<file path="src/rtl/aeolus_alu_pkg.sv">
// aeolus_alu_pkg
// Shared constants and types for the Aeolus ALU datapath.
//   IN_WIDTH_DEF  : default operand width of the A/B registers
//   OUT_WIDTH_DEF : default width of the ALU result, shifter input and accumulator
//   alu_op_e      : operation selected by the strobe priority encoder
package aeolus_alu_pkg;

    localparam int IN_WIDTH_DEF  = 4;
    localparam int OUT_WIDTH_DEF = 8;

    typedef enum logic [2:0] {
        OP_NONE = 3'd0,
        OP_ADD  = 3'd1,
        OP_SUB  = 3'd2,
        OP_AND  = 3'd3,
        OP_OR   = 3'd4,
        OP_XOR  = 3'd5,
        OP_INV  = 3'd6,
        OP_CLR  = 3'd7
    } alu_op_e;

endpackage

</file>
<file path="src/rtl/aeolus_alu_datapath_alu_core.sv">
// alu_core
// Purely combinational arithmetic/logic function of the Aeolus datapath.
// Ports:
//   in1, in2 : W-bit operands
//   op       : operation (alu_op_e)
//   result   : W-bit result, modulo 2^W
//   carry    : carry out of bit W-1 for OP_ADD, borrow (in1 < in2) for OP_SUB,
//              0 for every other operation
module alu_core
    import aeolus_alu_pkg::*;
#(
    parameter int W = OUT_WIDTH_DEF
) (
    input  logic [W-1:0] in1,
    input  logic [W-1:0] in2,
    input  alu_op_e      op,
    output logic [W-1:0] result,
    output logic         carry
);

    logic [W:0] sum;

    assign sum = {1'b0, in1} + {1'b0, in2};

    always_comb begin
        result = '0;
        carry  = 1'b0;
        case (op)
            OP_ADD: begin
                result = sum[W-1:0];
                carry  = sum[W];
            end
            OP_SUB: begin
                result = in1 - in2;
                carry  = (in1 < in2);
            end
            OP_AND:  result = in1 & in2;
            OP_OR:   result = in1 | in2;
            OP_XOR:  result = in1 ^ in2;
            OP_INV:  result = ~in1;
            OP_CLR:  result = '0;
            default: result = '0;
        endcase
    end

endmodule

</file>
<file path="src/rtl/aeolus_alu_datapath.sv">
// aeolus_alu_datapath
// Accumulator datapath: strobe decode, operand select, one alu_core and the
// accumulator / overflow registers.
// Build option: define AEOLUS_ALU_OVF_EN to register the overflow flag;
// without it ovf is constant 0 and no overflow register exists.
// Ports:
//   clk, reset          : rising-edge clock, synchronous active-low reset
//   add..snzs           : decoded instruction strobes (normally one-hot)
//   sf                  : shifter flag, qualifies snza / snzs
//   a_in, b_in          : IN_WIDTH register values
//   shift_in            : OUT_WIDTH shifter output
//   acc_out             : accumulator
//   alu_out             : combinational ALU result
//   ovf                 : registered carry/borrow flag
module aeolus_alu_datapath
    import aeolus_alu_pkg::*;
#(
    parameter int IN_WIDTH  = IN_WIDTH_DEF,
    parameter int OUT_WIDTH = OUT_WIDTH_DEF
) (
    input  logic                 clk,
    input  logic                 reset,
    input  logic                 add,
    input  logic                 sub,
    input  logic                 and_op,
    input  logic                 or_op,
    input  logic                 xor_op,
    input  logic                 inv,
    input  logic                 clr,
    input  logic                 snza,
    input  logic                 snzs,
    input  logic                 sf,
    input  logic [IN_WIDTH-1:0]  a_in,
    input  logic [IN_WIDTH-1:0]  b_in,
    input  logic [OUT_WIDTH-1:0] shift_in,
    output logic [OUT_WIDTH-1:0] acc_out,
    output logic [OUT_WIDTH-1:0] alu_out,
    output logic                 ovf
);

    logic                 sel_shift;
    logic                 sel_a;
    logic                 add_eff;
    logic                 acc_en;
    logic [OUT_WIDTH-1:0] a_ext;
    logic [OUT_WIDTH-1:0] b_ext;
    logic [OUT_WIDTH-1:0] in1;
    logic [OUT_WIDTH-1:0] in2;
    logic                 alu_carry;
    alu_op_e              op;

    assign a_ext = {{(OUT_WIDTH-IN_WIDTH){1'b0}}, a_in};
    assign b_ext = {{(OUT_WIDTH-IN_WIDTH){1'b0}}, b_in};

    // snz* only take effect when the shifter flag is set
    assign sel_shift = snzs & sf;
    assign sel_a     = snza & sf;
    assign add_eff   = add | sel_a | sel_shift;
    assign acc_en    = clr | add_eff | sub | and_op | or_op | xor_op | inv;

    // snzs wins over snza if both qualify
    always_comb begin
        in1 = a_ext;
        in2 = b_ext;
        if (sel_shift) begin
            in1 = acc_out;
            in2 = shift_in;
        end else if (sel_a) begin
            in1 = acc_out;
            in2 = a_ext;
        end
    end

    // Priority encoder: clr > add_eff > sub > and > or > xor > inv
    always_comb begin
        op = OP_NONE;
        if (clr)         op = OP_CLR;
        else if (add_eff) op = OP_ADD;
        else if (sub)    op = OP_SUB;
        else if (and_op) op = OP_AND;
        else if (or_op)  op = OP_OR;
        else if (xor_op) op = OP_XOR;
        else if (inv)    op = OP_INV;
    end

    alu_core #(
        .W (OUT_WIDTH)
    ) u_alu_core (
        .in1    (in1),
        .in2    (in2),
        .op     (op),
        .result (alu_out),
        .carry  (alu_carry)
    );

    always_ff @(posedge clk) begin
        if (!reset) begin
            acc_out <= '0;
        end else if (acc_en) begin
            acc_out <= alu_out;
        end
    end

`ifdef AEOLUS_ALU_OVF_EN
    always_ff @(posedge clk) begin
        if (!reset) begin
            ovf <= 1'b0;
        end else if (acc_en) begin
            ovf <= alu_carry;
        end
    end
`else
    logic unused_carry;
    assign unused_carry = alu_carry;
    assign ovf          = 1'b0;
`endif

endmodule

</file>
<file path="config.mk">
export PLATFORM = sky130hd
export DESIGN_NAME = aeolus_alu_datapath
export DESIGN_NICKNAME = d
export VERILOG_FILES = /design/src/rtl/aeolus_alu_pkg.sv /design/src/rtl/aeolus_alu_datapath_alu_core.sv /design/src/rtl/aeolus_alu_datapath.sv
export SDC_FILE = /design/constraint.sdc
export NUM_CORES = 1
export LEC_CHECK = 0
export BUFFER_PORTS_ARGS = -buffer_cell sky130_fd_sc_hd__clkbuf_2
export CELL_PAD_IN_SITES_DETAIL_PLACEMENT = 0
export CELL_PAD_IN_SITES_GLOBAL_PLACEMENT = 1
export CORE_UTILIZATION = 39
export CTS_CLUSTER_SIZE = 25
export DETAILED_ROUTE_END_ITERATION = 12
export HOLD_SLACK_MARGIN = 0.15
export PLACE_DENSITY_LB_ADDON = 0.1
export SLEW_MARGIN = 0
export SYNTH_ARGS = -nofsm -noshare
export SYNTH_HDL_FRONTEND = slang
export SYNTH_SLANG_ARGS = --single-unit
</file>
<file path="constraint.sdc">
create_clock -name clk -period 6 [get_ports clk]
set_input_delay 1.2 -clock clk [delete_from_list [all_inputs] [get_ports clk]]
set_output_delay 1.2 -clock clk [all_outputs]
set_load 0.01 [all_outputs]
</file>
==> impl_metrics.toml <==
[clock_network]
clock-sinks = 8
clk_latency_ns = 0.23
cts_resized = 0
ctsLongestPathBuffers = 2
cts_root_buf = "clkbuf_8"
post-cts-setup-buffers = 0
ctsHtreeMaxLevel = 1
cts_buffers = 3
ctsHoldBuffers = 0
cts_tree = "yes"
clkTransAtPathRegs_ns = 0.04

[grt]
first_global_vias = 1503
grt_pass1_wl_um = 7690
grt_max_degree = 16
antenna_found_initial = 0
track_usage_pct = 22.9
overflow = 0

[routing]
drt-pass1-iter-count = 4
avgViaCountPerCell = 5.55
num_vias = 1659
postRouteAntennaNets = 0
remaining_drc_errors = 0
drt_wl_total_um = 4760
avgRoutedWirePerCell_um = 15.9
drtIter0Drc = 103

[worst_hold_path]
hold_class = "reg2reg"

[yosys]
synth_area_leaders = "ha_1 18%, dfxtp_1 9.6%, inv_1 5.6%"
synth_top_area_share_pct = 18.0
yosys.area.top_type = "ha_1"
syn_inst = 211
yosysSeqAreaShare_pct = 9.60
synthTopCellsByCount = "25 x inv_1, 24 x ha_1, 23 x nand2_1"
synth_enable_flop_cells = 0
synth_ff_type = "dfxtp_1"
synth_most_common_cell = "inv_1"
synth_seq_cells = 8
syn-num-nets = 264
avgSynthCellArea_um2 = 7.91
syn_area_mm2 = 0.00167
yosysWarnings = 0
synthArstFlopShare_pct = 0
yosysUniqueCellTypes = 52

[worst_setup_path]
crit_fanout = 15
path_cells = "clkbuf_2 > o21a_4 > o221ai_2 > ha_1 > nand2_1 > o21ai_0 > inv_1 > ha_1 > nor2b_1 > o31ai_1 > a32oi_2 > xnor2_1 > or4_4 > nand3_1 > clkbuf_2"
cpPeakStageDelay_ns = 0.51
path_delay_family = "compound AO/OA/AOI/OAI gates"
start_kind = "input port"
worstPathRequired_ns = 4.80
crit_slowest_cell = "or4_4"
crit_type = "in2out"
critical_path_buf_inv_count = 3
crit_path_end_kind = "output port"
arrival_ns = 4.36

[sta]
setup_viol = 0
slew_viol_final = 0
worst_pin_slew_ns = 0.579
fmax_mhz = 180
rsz0062_at_grt = "false"
finalCriticalPeriod_ns = 5.56
fin_crit_sh_pct = 92.7
setup_tns_ns = 0
max-slew-margin-rel_pct = 61.0
hold_viol_final = 0
clock_skew_ns = 0.00454

[place]
gp_congestion = 0.881
dp_hpwl_um = 4030
io_buffers = 43
dp.cells = 296

[finish]
syn_to_final_growth_pct = 15.5
nNetsFinal = 304
finalNonFillerCells = 299
fillCellCount = 410
regMostFlops = "acc_out"
reg.largest.list = "acc_out x8"
largest_reg_flops = 8
antenna_cells = 0
drive_above_1_share_pct = 25.7

[pwr]
power.density_mw_per_mm2 = 160
p_leak_nw = 0.982
irDropWorstVdd_uv = 126

[floorplan]
initial_core_util_pct = 41.1
die_w_um = 67.4
dieHeight_um = 67.4
coreArea_mm2 = 0.00406
ios = 45
row_count = 23
die_area_mm2 = 0.00455

[run_status]
outcome = "finished clean"

[flow_run]
cap_violations = 0
==> stage by stage <==
step           hold WS (ns)  setup slack, ns  utilization [%]  total power, mW  area [um2]
2_1_floorplan         0.504            0.973                -            0.188        1670
3_3_place_gp          0.514            0.478             46.5            0.244        1890
3_5_place_dp          0.503            0.484             46.5            0.242        1890
4_1_cts               0.513            0.467             47.5            0.309        1930
5_1_grt               0.555            0.224             47.5            0.333        1930
6_report              0.506            0.437             47.5            0.308        1930
==> power by group <==
| group | total [mW] | switching (mW) | internal, mW | leakage (nW) |
|---|---|---|---|---|
| sequential | 0.0641 | 0.00496 | 0.0591 | 0.0655 |
| clock | 0.0649 | 0.0215 | 0.0435 | 0.0216 |
| combinational | 0.179 | 0.103 | 0.0753 | 0.895 |
==> cells in the final DEF, fill, tap and decap left out, types with 3 or more instances in the layout <==
cell type and n:
inv_1 25, o21a_1 6, ha_1 24, nand3_1 12
o221ai_2 4, clkbuf_2 43, a211oi_1 6, a21oi_1 4
clkbuf_8 3, xnor2_1 5, o21ai_0 13, nand2_1 23
o211a_1 4, nor2b_1 4, nor2_1 8, and2_1 7
o31ai_1 3, dfxtp_1 8, nand4bb_1 4, nor3_1 3
==> layer usage <==
layer | share of wire [%] | vias up | wire length (um) | track usage (%)
met3 | 5.1 | 5 | 241 | 1.52
met5 | 0 | - | 0 | 0
met2 | 43 | 44 | 2050 | 34.6
met1 | 51 | 762 | 2420 | 34.3
li1 | - | 848 | - | -
met4 | 1.1 | 0 | 53 | 6.38
==> cell type report <==
type	instances	area [um2]	share of cell area, %
timing repair buffer	43	215	11.2
sequential	8	160	8.31
multi-input combinational	170	1360	70.3
clock buffer	3	41.3	2.14
tap	50	62.6	3.24
inverter	25	93.8	4.87
==> worst min-delay path, stage by stage (launching register included) <==
cell and delay (ns):
dfxtp_1 0.32, nand2_1 0.06, a31oi_1 0.07
==> worst paths after layout <==
path	start	to	slack, ns	cells past startpoint
hold reg to reg	acc_out[2]$_SDFFE_PN0P_	acc_out[2]$_SDFFE_PN0P_	0.51	2
setup reg to reg	acc_out[1]$_SDFFE_PN0P_	acc_out[7]$_SDFFE_PN0P_	3.48	8
hold / removal	acc_out[2]$_SDFFE_PN0P_	acc_out[2]$_SDFFE_PN0P_	0.51	2
setup / recovery	sf	alu_out[7]	0.44	15
==> cell families (layout without fill, tap and decap cells) <==
family                   count (synthesis)  count (layout)  synth area share [%]
buffers and inverters                   33              71                  9.22
XOR/XNOR                                 7               7                  3.67
flip-flops                               8               8                  9.59
multiplexers                             4               4                  2.85
AND/OR/NAND/NOR                         70              70                  24.1
AO/OA/AOI/OAI                           63              63                  31.1
adder cells (fa/ha/maj)                 25              25                  19.2
other                                    1               1                 0.225
Note: power is estimated with default switching activity, not from simulation.
